File: config.mk
export PLATFORM = sky130hd
export DESIGN_NAME = calu_sched_flat
export DESIGN_NICKNAME = d
export VERILOG_FILES = /design/src/rtl/calu_sched_pkg.sv /design/src/rtl/calu_sched_if.sv /design/src/rtl/calu_sched_div_fsm.sv /design/src/rtl/calu_sched.sv /design/src/flat_wrapper.sv
export SDC_FILE = /design/constraint.sdc
export NUM_CORES = 1
export LEC_CHECK = 0
export CAP_MARGIN = 40
export CELL_PAD_IN_SITES_DETAIL_PLACEMENT = 1
export CELL_PAD_IN_SITES_GLOBAL_PLACEMENT = 1
export CORE_MARGIN = 1.5
export CORE_UTILIZATION = 40
export CTS_CLUSTER_SIZE = 20
export DETAILED_ROUTE_END_ITERATION = 16
export PLACE_DENSITY_LB_ADDON = 0.2
export SLEW_MARGIN = 5
export SYNTH_ARGS = -nofsm -noshare
export SYNTH_HDL_FRONTEND = slang
export SYNTH_HIERARCHICAL = 1
export SYNTH_SLANG_ARGS = --single-unit
File: constraint.sdc
create_clock -name clk -period 1.7 [get_ports clk]
set_input_delay 0.17 -clock clk [delete_from_list [all_inputs] [get_ports clk]]
set_output_delay 0.17 -clock clk [all_outputs]
set_load 0.005 [all_outputs]
File: src/rtl/calu_sched_pkg.sv
// rtl/calu_sched_pkg.sv - shared core types, latency defaults and branch-mask helpers for calu_sched
package calu_sched_pkg;

  localparam int SIZE_PHYSICAL_LOG = 7;
  localparam int CHECKPOINTS       = 4;
  localparam int CHECKPOINTS_LOG   = 2;
  localparam int DEF_MUL_LATENCY   = 3;
  localparam int DEF_DIV_LATENCY   = 8;

  typedef enum logic {
    DIV_IDLE = 1'b0,
    DIV_BUSY = 1'b1
  } div_state_e;

  typedef logic [SIZE_PHYSICAL_LOG-1:0] ptag_t;
  typedef logic [CHECKPOINTS-1:0]       bmask_t;
  typedef logic [CHECKPOINTS_LOG-1:0]   cp_id_t;

  typedef struct packed {
    logic   valid;
    ptag_t  tag;
    bmask_t mask;
  } slot_t;

  function automatic logic kill_hit(bmask_t m, logic ver, logic mis, cp_id_t id);
    return ver & mis & m[id];
  endfunction

  // A correctly predicted branch no longer guards anything younger.
  function automatic bmask_t resolve_mask(bmask_t m, logic ver, logic mis, cp_id_t id);
    return (ver & ~mis) ? (m & ~(bmask_t'(1) << id)) : m;
  endfunction

  function automatic slot_t age_slot(slot_t s, logic ver, logic mis, cp_id_t id);
    slot_t r;
    if (kill_hit(s.mask, ver, mis, id)) begin
      r = '0;
    end else begin
      r      = s;
      r.mask = resolve_mask(s.mask, ver, mis, id);
    end
    return r;
  endfunction

endpackage

File: src/rtl/calu_sched_if.sv
// rtl/calu_sched_if.sv - request, branch-resolution and tag-broadcast bundle of calu_sched
interface calu_sched_if;
  import calu_sched_pkg::*;

  logic   reqValid_i;
  logic   reqIsDiv_i;
  ptag_t  reqDest_i;
  bmask_t reqMask_i;
  logic   ctrlVerified_i;
  logic   ctrlMispredict_i;
  cp_id_t ctrlSMTid_i;
  logic   grant_o;
  logic   divBusy_o;
  logic   tagValid_o;
  ptag_t  tag_o;

  modport master (
    output reqValid_i, reqIsDiv_i, reqDest_i, reqMask_i,
    output ctrlVerified_i, ctrlMispredict_i, ctrlSMTid_i,
    input  grant_o, divBusy_o, tagValid_o, tag_o
  );

  modport slave (
    input  reqValid_i, reqIsDiv_i, reqDest_i, reqMask_i,
    input  ctrlVerified_i, ctrlMispredict_i, ctrlSMTid_i,
    output grant_o, divBusy_o, tagValid_o, tag_o
  );

endinterface

File: src/rtl/calu_sched_div_fsm.sv
// rtl/calu_sched_div_fsm.sv - calu_div_fsm: occupancy FSM of the non-pipelined divider
module calu_div_fsm
  import calu_sched_pkg::*;
#(
  parameter int DIV_LATENCY = DEF_DIV_LATENCY
) (
  input  logic   clk,
  input  logic   reset,
  input  logic   div_grant,
  input  bmask_t grant_mask,
  input  logic   ctrl_verified,
  input  logic   ctrl_mispredict,
  input  cp_id_t ctrl_id,
  output logic   busy
);

  localparam int CNT_W = $clog2(DIV_LATENCY);

  div_state_e state;
  logic [CNT_W-1:0] cnt;
  bmask_t div_mask;

  // Busy spans DIV_LATENCY-1 cycles so the divider frees up in its own broadcast cycle.
  always_ff @(posedge clk) begin
    if (reset) begin
      state    <= DIV_IDLE;
      busy     <= 1'b0;
      cnt      <= '0;
      div_mask <= '0;
    end else begin
      case (state)
        DIV_IDLE: begin
          if (div_grant) begin
            state    <= DIV_BUSY;
            busy     <= 1'b1;
            cnt      <= CNT_W'(DIV_LATENCY - 2);
            div_mask <= grant_mask;
          end
        end
        DIV_BUSY: begin
          if (kill_hit(div_mask, ctrl_verified, ctrl_mispredict, ctrl_id) || cnt == '0) begin
            state <= DIV_IDLE;
            busy  <= 1'b0;
          end else begin
            cnt      <= cnt - 1'b1;
            div_mask <= resolve_mask(div_mask, ctrl_verified, ctrl_mispredict, ctrl_id);
          end
        end
      endcase
    end
  end

endmodule

File: src/rtl/calu_sched.sv
// rtl/calu_sched.sv - complex-ALU issue scheduler sharing one wakeup-tag port between mul and div
// Optional divider scheduling is enabled by defining CALU_DIV_EN.
module calu_sched
  import calu_sched_pkg::*;
#(
  parameter int MUL_LATENCY = DEF_MUL_LATENCY,
  parameter int DIV_LATENCY = DEF_DIV_LATENCY
) (
  input logic         clk,
  input logic         reset,
  calu_sched_if.slave bus
);

`ifdef CALU_DIV_EN
  localparam int DEPTH = DIV_LATENCY;
`else
  localparam int DEPTH = MUL_LATENCY;
`endif
  localparam int IDX_W = (DEPTH > 1) ? $clog2(DEPTH) : 1;

  // slots[k] holds the entry that broadcasts k cycles from now.
  slot_t slots [DEPTH];

  logic             kill_req;
  logic             mul_free;
  logic             div_ok;
  logic             div_busy;
  logic             grant;
  logic             out_live;
  logic [IDX_W-1:0] wr_idx;
  bmask_t           req_mask;

  assign kill_req = kill_hit(bus.reqMask_i, bus.ctrlVerified_i, bus.ctrlMispredict_i, bus.ctrlSMTid_i);
  assign req_mask = resolve_mask(bus.reqMask_i, bus.ctrlVerified_i, bus.ctrlMispredict_i, bus.ctrlSMTid_i);

`ifdef CALU_DIV_EN
  // A divide's slot lies one past the pipeline end, so only the divider FSM gates it.
  assign mul_free = ~slots[MUL_LATENCY].valid;
  assign div_ok   = ~div_busy;
  assign wr_idx   = bus.reqIsDiv_i ? IDX_W'(DIV_LATENCY - 1) : IDX_W'(MUL_LATENCY - 1);

  calu_div_fsm #(
    .DIV_LATENCY (DIV_LATENCY)
  ) u_div_fsm (
    .clk             (clk),
    .reset           (reset),
    .div_grant       (grant & bus.reqIsDiv_i),
    .grant_mask      (req_mask),
    .ctrl_verified   (bus.ctrlVerified_i),
    .ctrl_mispredict (bus.ctrlMispredict_i),
    .ctrl_id         (bus.ctrlSMTid_i),
    .busy            (div_busy)
  );
`else
  // With a single latency every grant lands one past the youngest entry: never contended.
  assign mul_free = 1'b1;
  assign div_ok   = 1'b0;
  assign div_busy = 1'b0;
  assign wr_idx   = IDX_W'(MUL_LATENCY - 1);
`endif

  assign grant = ~reset & bus.reqValid_i & ~kill_req & (bus.reqIsDiv_i ? div_ok : mul_free);

  always_ff @(posedge clk) begin
    if (reset) begin
      for (int i = 0; i < DEPTH; i++) slots[i] <= '0;
    end else begin
      for (int i = 0; i < DEPTH - 1; i++) begin
        slots[i] <= age_slot(slots[i+1], bus.ctrlVerified_i, bus.ctrlMispredict_i, bus.ctrlSMTid_i);
      end
      slots[DEPTH-1] <= '0;
      if (grant) slots[wr_idx] <= '{valid: 1'b1, tag: bus.reqDest_i, mask: req_mask};
    end
  end

  assign out_live = ~reset & slots[0].valid
                  & ~kill_hit(slots[0].mask, bus.ctrlVerified_i, bus.ctrlMispredict_i, bus.ctrlSMTid_i);

  assign bus.grant_o    = grant;
  assign bus.divBusy_o  = ~reset & div_busy;
  assign bus.tagValid_o = out_live;
  assign bus.tag_o      = out_live ? slots[0].tag : '0;

endmodule
File: src/flat_wrapper.sv
// flat-port wrapper written by rule: the top's interface ports become plain ports
module calu_sched_flat import calu_sched_pkg::*;
#(
  parameter int MUL_LATENCY = DEF_MUL_LATENCY,
  parameter int DIV_LATENCY = DEF_DIV_LATENCY
)
  (clk, reset, bus_reqValid_i, bus_reqIsDiv_i, bus_reqDest_i, bus_reqMask_i, bus_ctrlVerified_i, bus_ctrlMispredict_i, bus_ctrlSMTid_i, bus_grant_o, bus_divBusy_o, bus_tagValid_o, bus_tag_o);
  calu_sched_if bus_i ();
  input logic clk;
  input logic reset;
  input wire logic [$bits(bus_i.reqValid_i)-1:0] bus_reqValid_i;
  input wire logic [$bits(bus_i.reqIsDiv_i)-1:0] bus_reqIsDiv_i;
  input wire logic [$bits(bus_i.reqDest_i)-1:0] bus_reqDest_i;
  input wire logic [$bits(bus_i.reqMask_i)-1:0] bus_reqMask_i;
  input wire logic [$bits(bus_i.ctrlVerified_i)-1:0] bus_ctrlVerified_i;
  input wire logic [$bits(bus_i.ctrlMispredict_i)-1:0] bus_ctrlMispredict_i;
  input wire logic [$bits(bus_i.ctrlSMTid_i)-1:0] bus_ctrlSMTid_i;
  output wire logic [$bits(bus_i.grant_o)-1:0] bus_grant_o;
  output wire logic [$bits(bus_i.divBusy_o)-1:0] bus_divBusy_o;
  output wire logic [$bits(bus_i.tagValid_o)-1:0] bus_tagValid_o;
  output wire logic [$bits(bus_i.tag_o)-1:0] bus_tag_o;
  assign bus_i.reqValid_i = bus_reqValid_i;
  assign bus_i.reqIsDiv_i = bus_reqIsDiv_i;
  assign bus_i.reqDest_i = bus_reqDest_i;
  assign bus_i.reqMask_i = bus_reqMask_i;
  assign bus_i.ctrlVerified_i = bus_ctrlVerified_i;
  assign bus_i.ctrlMispredict_i = bus_ctrlMispredict_i;
  assign bus_i.ctrlSMTid_i = bus_ctrlSMTid_i;
  assign bus_grant_o = bus_i.grant_o;
  assign bus_divBusy_o = bus_i.divBusy_o;
  assign bus_tagValid_o = bus_i.tagValid_o;
  assign bus_tag_o = bus_i.tag_o;
  calu_sched #(.MUL_LATENCY(MUL_LATENCY), .DIV_LATENCY(DIV_LATENCY)) u_core (.clk(clk), .reset(reset), .bus(bus_i));
endmodule
==> results.cfg <==
[drt]
drt_iter0_markers = 26
met2WireLength_um = 1690
wl_met3_um = 194
wl_met1_um = 1430
routedWlPerCell_um = 14.6
top_layer = met4
vias = 1196
wl_um = 3410
drt_pre_antenna_iters = 4
viasPerCell = 5.13
drt.antenna.violating_nets = 0
drc = 0

[timing]
worst_slack_ps = -266
skew_ps = 14.2
hold_slack_ps = 266
rsz0062_at_grt = yes
finalHoldViolCount = 0
period_needed_ps = 1970
finalCritPeriodShare = 1.16
finalSetupTns_ps = -1420
maxSlewViolCount = 0
max_freq_mhz = 509
setup_violations = 8

[power]
peakVddDrop_mv = 0.326
powerDensity_nw_per_um2 = 748
leakagePower_nw = 0.839

[die]
die_w_um = 63.3
rows = 21
pin_count = 29
die_y_um = 63.3
die_area_um2 = 4000
start_util = 0.425
core_um2 = 3420

[synthesis]
yosysUniqueCellTypes = 22
ys_seq_area_frac = 0.496
synth_fp_nets = 153
ys_seq_elements = 36
synth_area_um2 = 1450
synth.most_common_cell = dfxtp_1
yosysWarningCount = 6
synth_edf_count = 0
synth_top_area_cell = dfxtp_1
yosys-top-cells-count = 36 x dfxtp_1, 31 x and2_1, 10 x nand2b_1
syn-instance-count = 134
ys.flop_type = dfxtp_1
synthArstFlopShare = 0
postSynthAreaPerCell_um2 = 10.8
synth_top_cell_area_share = 0.496
synth_area_leaders = dfxtp_1 50%, and2_1 13%, mux4_2 6.2%

[flow_run]
max_cap_viol_count = 0

[placement]
dp_hpwl_um = 2480
port_buffers = 27
placed_area_um2 = 1910
pre_cts_ws_ps = -658
gp_congestion = 0.831

[clocking]
cts.root.buffer_cell = clkbuf_4
cts.clk_slew.worst_paths_ps = 120
htree_num_levels = 2
insertion_delay_ps = 340
clk_path_buf_depth = 2
clkSinkCount = 36
hold_buffers = 0
cts_tree = yes
cts_buffers = 5

[worst_setup_path]
path_class = reg -> out
worst-endpoint-required_ps = 1530
start_kind = flop
worstPathMaxFanout = 5
arrival_ps = 1800
endpoint_kind = primary output

[cells_and_area]
fin_area_um2 = 2010
drive_above_1_share = 0.305
largest_reg_flops = 36
fin_nets = 205
top_regs = u_core/slots: 36 flops
n_antenna_cell = 0
num-fill-cells = 382
syn_to_final_growth_pct = 38.4
regMostFlops = u_core/slots

[grt]
antenna_found_initial = 0
grt_pass1_wl_um = 5710
grt_usage = 0.189
grt_pass1_vias = 1249
overflow = 0
grt_max_degree = 13

[min_path]
hp-class = in -> reg

[status]
status = finished, violations left
violations = setup timing
## worst max-delay path: stages (launching register included)
cell	delay (ps)
dfxtp_2	330
mux4_2	490
a21oi_4	220
buf_6	130
buf_6	80
and2_4	130
buf_6	90
## worst paths after layout
path | cells past startpoint | slack [ps] | start | end
worst max-delay path | 6 | -270 | u_core/slots[0][2] | bus_tag_o[1]
worst min register to register | 1 | 430 | u_core/slots[1][4] | u_core/slots[0][4]
worst max register to register | 3 | 390 | u_core/slots[1][2] | u_core/slots[0][9]
worst min-delay path | 4 | 270 | bus_reqMask_i[0] | u_core/slots[2][0]
## through the flow
step | power (mW) | utilization | cells
floorplan | 0.974 | - | 134
global placement | 1.07 | 0.558 | 221
detailed placement | 1.08 | 0.558 | 221
CTS | 1.52 | 0.584 | 233
global route | 1.57 | 0.589 | 233
finish | 1.50 | 0.589 | 233
## metal layers
layer,vias up,global-route usage
li1,580,-
met2,57,0.323
met4,0,0.101
met1,547,0.210
met5,-,0
met3,12,0.0589
## where the power goes
part           total [mW]  internal [mW]  switching (mW)
clock               0.443          0.159           0.285
sequential          0.868          0.861         0.00681
combinational       0.194          0.109          0.0848
## cell type report
class | instances | area [um^2] | area share
Sequential cell | 36 | 722 | 0.359
Clock buffer | 5 | 37.5 | 0.0187
Clock inverter | 3 | 18.8 | 0.00933
Tap cell | 46 | 57.6 | 0.0286
Multi-Input combinational cell | 92 | 707 | 0.352
Timing Repair Buffer | 51 | 468 | 0.233
## cells in the final DEF (no fill, tap or decap), types with 3 or more instances in the layout
master,count
nand3_1,4
o22ai_1,5
dfxtp_1,35
nand2_1,5
dlygate4sd2_1,3
buf_4,19
clkbuf_4,5
clkdlybuf4s50_1,14
and2_4,5
buf_6,9
o221ai_1,8
mux2i_1,6
nand2b_1,10
a21oi_1,8
mux4_2,4
and2_1,26
## timing repair
action / in CTS / in global routing
buffers inserted: 5 / 0
gates resized for setup: 46 / 6
pin swaps: 7 / 1
setup endpoints to repair: 9 / 9
## cells by family (layout without fill, tap and decap cells)
kind of cell | count (synthesis) | count (layout) | share of synthesized area
other | 1 | 1 | 0.00258
muxes | 10 | 10 | 0.103
AOI/OAI and AO/OA | 26 | 26 | 0.139
buffers and inverters | 6 | 59 | 0.0258
and+or+nand+nor | 55 | 55 | 0.233
DFF | 36 | 36 | 0.496
Power figures use the tool's default switching activity.
==> RTL change 1 (same settings) <==
The option `CALU_DIV_EN` is turned on by a define.
--- a/src/rtl/calu_sched.sv
+++ b/src/rtl/calu_sched.sv
@@ -1,5 +1,7 @@
 // rtl/calu_sched.sv - complex-ALU issue scheduler sharing one wakeup-tag port between mul and div
 // Optional divider scheduling is enabled by defining CALU_DIV_EN.
+`define CALU_DIV_EN
+
 module calu_sched
   import calu_sched_pkg::*;
 #(
Check against the original RTL: not equivalent (a bounded check fails within 4 cycles, from zero or initial values and one cycle with reset high).
==> RTL change 1 against the original RTL <==
The run still ends with setup timing left; critical path type unchanged; clock skew fell by 0.0028 ns; combinational power rose by 91%; count of clock-buffer cells in the layout rose by 4; setup slack improved by 0.16 ns; total power rose to 3.1 times the old value; sequential cell count rose by 69; hold slack improved by 0.058 ns; design area rose by 140%; cell count rose by 130%; critical path depth fell by 1; core utilization fell by 6.8 points; routed wire length rose to 2.5 times the old value; largest power group unchanged; area after synthesis rose to 2.6 times the old value; largest cell class unchanged.
==> RTL change 1: results (changes against the original RTL) <==
Run status
Run status: finished with violations (unchanged). Violations in the final reports: setup timing (unchanged).

STA
The total negative slack for setup checks is -0.757 ns (was -1.42 ns). The final number of setup-violating endpoints was 8 (unchanged). The final worst setup slack is -0.109 ns (was -0.266 ns). The final worst clock skew is 0.0114 ns (was 0.0142 ns).

Placed design
The port buffer count is 28 (was 27). The total cell area at the placement stage was 4500 um2 (was 1910 um2). The routability congestion estimate from global placement is 0.772 (was 0.831). The estimated wirelength of the detail-placed design came to 6080 um (was 2480 um).

Clock tree
The maximum buffer depth of the clock tree was 2 (unchanged). The clock transition time at the flip-flop clock pins of the worst setup and hold paths is 0.10 ns (was 0.12 ns). The TritonCTS buffer count was 9 (was 5).

The clock tree root driver cell is sky130_fd_sc_hd__clkbuf_8 (was sky130_fd_sc_hd__clkbuf_4). The number of H-tree levels is 3 (was 2).

Synthesis
The proportion of synthesized area in mux cells was 0.0964 (was 0.103). The area share of fa/ha/maj cells after synthesis is 0.00661 (was 0). The number of standard cells after synthesis was 352 (was 134).

The number of distinct standard cells referenced by the synthesized netlist is 39 (was 22). The number of nets produced by synthesis came to 373 (was 153). The fraction of the mapped netlist area in compound gates came to 0.0756 (was 0.139).

Cell types occupying the most area after synthesis: sky130_fd_sc_hd__dfxtp_1 55%, sky130_fd_sc_hd__and2_1 9.2%, sky130_fd_sc_hd__mux4_1 4.9% (was sky130_fd_sc_hd__dfxtp_1 50%, sky130_fd_sc_hd__and2_1 13%, sky130_fd_sc_hd__mux4_2 6.2%).

Setup path
The maximum single-stage delay on the critical path is 0.46 ns (was 0.49 ns). The maximum net fanout on the critical path came to 8 (was 5). The worst path arrival time is 1.64 ns (was 1.80 ns).

Final layout
Largest registers: u_core/slots: 96 flops, u_core/u_div_fsm/div_mask: 4 flops, u_core/u_div_fsm/cnt: 3 flops (was u_core/slots: 36 flops). The number of nets at the end of the flow is 439 (was 205). The fraction of final layout cells sized beyond drive strength 1 is 0.234 (was 0.305). The layout overhead on the synthesized area was 26.4% (was 38.4%). The number of fill cells is 1009 (was 382).

Global route
The first-pass GRT wire length is 14100 um (was 5710 um). The total track usage came to 0.186 (was 0.189). The largest net degree at the start of global routing was 23 (was 13).

The number of global-route vias before repair is 2817 (was 1249).

Pwr
The static leakage is 0.00213 uW (was 0.000839 uW). The switching share of power is 0.235 (was 0.250). The maximum vdd ir drop is 0.648 mV (was 0.326 mV).

Routing
The initial detailed-routing violation count is 68 (was 26). The wire length reported by the detailed router is 8620 um (was 3410 um). The via count is 2664 (was 1196).
## RTL change 1: changes by cell type after synthesis, sizes merged, moves of 5 or more
| cell | change |
|---|---|
| and3 | +24 |
| dfxtp | +69 |
| a21oi | +13 |
| and2 | +25 |
| o21ai | +6 |
| mux2 | +7 |
| clkbuf | +14 |
| o221ai | -5 |
| inv | +20 |
| nor3 | +12 |
## RTL change 1: layout make-up
type	count	area share
Clock buffer	9	0.0259
Clock inverter	7	0.0235
Inverter	20	0.0157
Multi-Input combinational cell	205	0.332
Sequential cell	105	0.439
Tap cell	111	0.0290
Timing Repair Buffer	77	0.134
## RTL change 1: what timing repair did
| action | in CTS | in global routing |
|---|---|---|
| endpoints found under the setup margin | 100 | 15 |
| resized for setup | 52 | 10 |
| pin swaps | 7 | 3 |
| setup buffers | 1 | 1 |
## RTL change 1: critical path, delay by kind of cell (launching register included)
family	cells	cell delay (ns)
buffers and inverters	2	0.21
multiplexers	1	0.46
flip-flops	1	0.33
AO/OA/AOI/OAI	1	0.14
AND/OR/NAND/NOR	1	0.13
## RTL change 1: kinds of logic after synthesis
logic type	count (synthesis)
compound gates	45
fa+ha+maj	2
buf+inv	42
mux	23
simple gates	135
flops	105
## RTL change 1: metal layers
metal	GRT usage	vias to the layer above	routed length, um
li1	-	1327	-
met1	0.226	1301	3840
met2	0.336	32	4510
met3	0.0334	4	203
met4	0.0553	0	64
met5	0	-	0
## RTL change 1: power groups by stage
| stage | registers (uW) | clock network (uW) | logic, uW |
|---|---|---|---|
| floorplan | 2570 | 0 | 179 |
| global placement | 2570 | 0 | 350 |
| detailed placement | 2570 | 0 | 361 |
| CTS | 2510 | 1790 | 370 |
| global route | 2520 | 1890 | 403 |
| finish | 2510 | 1740 | 370 |
## RTL change 1: final timing paths
| kind | start | slack [ns] | cells after the start | to |
|---|---|---|---|---|
| worst max-delay path | u_core/slots[0][3] | -0.11 | 5 | bus_tag_o[2] |
| worst min-delay path | bus_reqMask_i[3] | 0.32 | 4 | u_core/slots[7][3] |
| worst max register to register | u_core/u_div_fsm/cnt[0] | 0.11 | 8 | u_core/u_div_fsm/div_mask[2] |
| worst min register to register | u_core/slots[1][9] | 0.42 | 1 | u_core/slots[0][9] |
## RTL change 1: through the flow
step | setup slack (ns) | hold WS [ns] | instances
2_1_floorplan | -0.130 | 0.290 | 352
3_3_place_gp | -0.632 | 0.407 | 517
3_5_place_dp | -0.644 | 0.413 | 517
4_1_cts | -0.145 | 0.400 | 534
5_1_grt | -0.218 | 0.328 | 534
6_report | -0.109 | 0.324 | 534
==> RTL change 2 (config.mk and constraints unchanged) <==
Made on the original files. Make the reset (`reset`) asynchronous in one clocked block.
--- a/src/rtl/calu_sched.sv
+++ b/src/rtl/calu_sched.sv
@@ -61,7 +61,7 @@
 
   assign grant = ~reset & bus.reqValid_i & ~kill_req & (bus.reqIsDiv_i ? div_ok : mul_free);
 
-  always_ff @(posedge clk) begin
+  always_ff @(posedge clk or posedge reset) begin
     if (reset) begin
       for (int i = 0; i < DEPTH; i++) slots[i] <= '0;
     end else begin
Behaviour: same outputs for any inputs over 10 cycles, from zero or initial values and one cycle with reset high; that may be too few to reach the edited logic, so the function may still have changed.
==> RTL change 2 against the original RTL <==
The flow still finishes with violations (setup timing); largest cell class unchanged; total power is 21% higher; count of clock-buffer cells in the layout is 1 higher; critical path type unchanged; sequential cell count stayed put; area after synthesis is 8.7% higher; sequential power is 4.0% higher; design area is 4.0% higher; routed wire length is 4.2% lower; highest routed layer unchanged; sequential share of layout area is 7.2 points higher; setup slack better by 0.055 ns; maximum frequency is 2.9% higher.
==> RTL change 2: results (changes against the original RTL) <==
Global route
The total track usage is 0.180 (was 0.189). The largest net degree at the start of global routing is 37 (was 13). The first-pass GRT wire length is 5690 um (was 5710 um).

Synthesis
Most numerous cell types in the synthesized netlist: 36 x sky130_fd_sc_hd__dfrtp_1, 31 x sky130_fd_sc_hd__and2_1, 15 x sky130_fd_sc_hd__nand2_1, 15 x sky130_fd_sc_hd__o22ai_1, 9 x sky130_fd_sc_hd__inv_1 (was 36 x sky130_fd_sc_hd__dfxtp_1, 31 x sky130_fd_sc_hd__and2_1, 10 x sky130_fd_sc_hd__nand2b_1, 8 x sky130_fd_sc_hd__a21oi_1, 8 x sky130_fd_sc_hd__o221ai_1). The part of the Yosys area used for sequential elements was 0.571 (was 0.496). The post-synthesis async set-or-reset flop share came to 1.00 (was 0). The number of distinct standard cells referenced by the synthesized netlist came to 21 (was 22). Cell types occupying the most area after synthesis: sky130_fd_sc_hd__dfrtp_1 57%, sky130_fd_sc_hd__and2_1 12%, sky130_fd_sc_hd__o22ai_1 5.9% (was sky130_fd_sc_hd__dfxtp_1 50%, sky130_fd_sc_hd__and2_1 13%, sky130_fd_sc_hd__mux4_2 6.2%).

STA
The final number of setup-violating endpoints is 8 (unchanged). The final worst setup slack was -0.211 ns (was -0.266 ns). The total negative slack for setup checks was -1.18 ns (was -1.42 ns). The final worst clock skew is 0.00803 ns (was 0.0142 ns).

Placed design
The port buffer count is 27 (unchanged). The total cell area at the placement stage came to 1980 um2 (was 1910 um2). The routability congestion estimate from global placement was 0.746 (was 0.831). The estimated wirelength of the detail-placed design is 2480 um (about the same).

Run status
Run status: finished with violations (unchanged). Violations in the final reports: setup timing (unchanged).

Clock tree
The clock transition time at the flip-flop clock pins of the worst setup and hold paths is 0.07 ns (was 0.12 ns). The TritonCTS buffer count is 5 (unchanged). The maximum buffer depth of the clock tree is 2 (unchanged). The clock tree root driver cell is sky130_fd_sc_hd__clkbuf_8 (was sky130_fd_sc_hd__clkbuf_4).

The later-pin clock latency in the skew report was 0.28 ns (was 0.34 ns). The number of H-tree levels is 2 (unchanged).

Setup path
The cell type of the slowest stage on the worst timing path is sky130_fd_sc_hd__mux4_2 (unchanged). The worst path arrival time is 1.74 ns (was 1.80 ns). The maximum net fanout on the critical path is 3 (was 5). The reg2reg setup slack is 0.35 ns (was 0.39 ns).

Final layout
Largest registers: u_core/slots: 36 flops (unchanged). The number of antenna repair diodes is 0 (unchanged). The number of nets at the end of the flow came to 199 (was 205). The fraction of final layout cells sized beyond drive strength 1 is 0.221 (was 0.305). The number of fill cells is 411 (was 382).

Pwr
The maximum vdd ir drop is 0.435 mV (was 0.326 mV). The static leakage is 0.000995 uW (was 0.000839 uW).

Routing
The wire length reported by the detailed router was 3270 um (was 3410 um). The initial detailed-routing violation count is 45 (was 26). The via count was 1162 (was 1196). The detailed-router iteration count before antenna repair was 4 (unchanged).
## RTL change 2: power by group
group	leakage (uW)	internal, uW	switching (uW)	total (uW)
registers	0.000492	889	14.8	903
clock network	0.0000552	435	283	717
logic	0.000448	105	93.9	199
total	0.000995	1430	391	1820
## RTL change 2: cell type report
type	instances	area, um2	share of cell area
Sequential cell	36	901	0.431
Multi-Input combinational cell	85	622	0.297
Timing Repair Buffer	43	368	0.176
Clock buffer	6	72.6	0.0347
Tap cell	48	60.1	0.0287
Clock inverter	2	35.0	0.0167
Inverter	9	33.8	0.0161
## RTL change 2: path summary, 6_finish.rpt
path,depth (start not counted),end,startpoint
hold reg to reg,1,u_core/slots[19],u_core/slots[7]
setup reg to reg,3,u_core/slots[17],u_core/slots[1]
max in group asynchronous,3,u_core/slots[21],reset
hold / removal,3,u_core/slots[0],bus_reqMask_i[0]
setup / recovery,6,bus_tag_o[1],u_core/slots[27]
min in group asynchronous,3,u_core/slots[6],reset
## RTL change 2: routing by layer
| layer | global-route usage | share of wire | wire length, um |
|---|---|---|---|
| met2 | 0.294 | 0.51 | 1670 |
| met5 | 0 | 0 | 0 |
| met4 | 0.0833 | 0.014 | 46 |
| met1 | 0.216 | 0.43 | 1400 |
| met3 | 0.0596 | 0.046 | 150 |
## RTL change 2: what timing repair did
action                     in CTS  in global routing
buffers inserted                3                  0
pin swaps                       9                  2
setup endpoints to repair       9                  9
gates resized for setup        40                  3
## RTL change 2: per-stage QoR
step | hold WS [ns] | instances | setup slack, ns
final | 0.335 | 229 | -0.211
after global routing | 0.336 | 229 | -0.281
after global placement | 0.435 | 218 | -0.530
after floorplan | 0.278 | 134 | 0.342
after CTS | 0.324 | 229 | -0.213
after detailed placement | 0.440 | 218 | -0.589
## RTL change 2: kinds of logic after synthesis
group / synth area share
AO/OA/AOI/OAI: 0.0816
buffers and inverters: 0.0388
flip-flops: 0.571
multiplexers: 0.0998
other: 0.00237
AND/OR/NAND/NOR: 0.207
## RTL change 2: worst min-delay path: stages
cell                            delay [ns]
sky130_fd_sc_hd__dlygate4sd2_1        0.26
sky130_fd_sc_hd__nand2_1              0.07
sky130_fd_sc_hd__o22ai_1              0.07
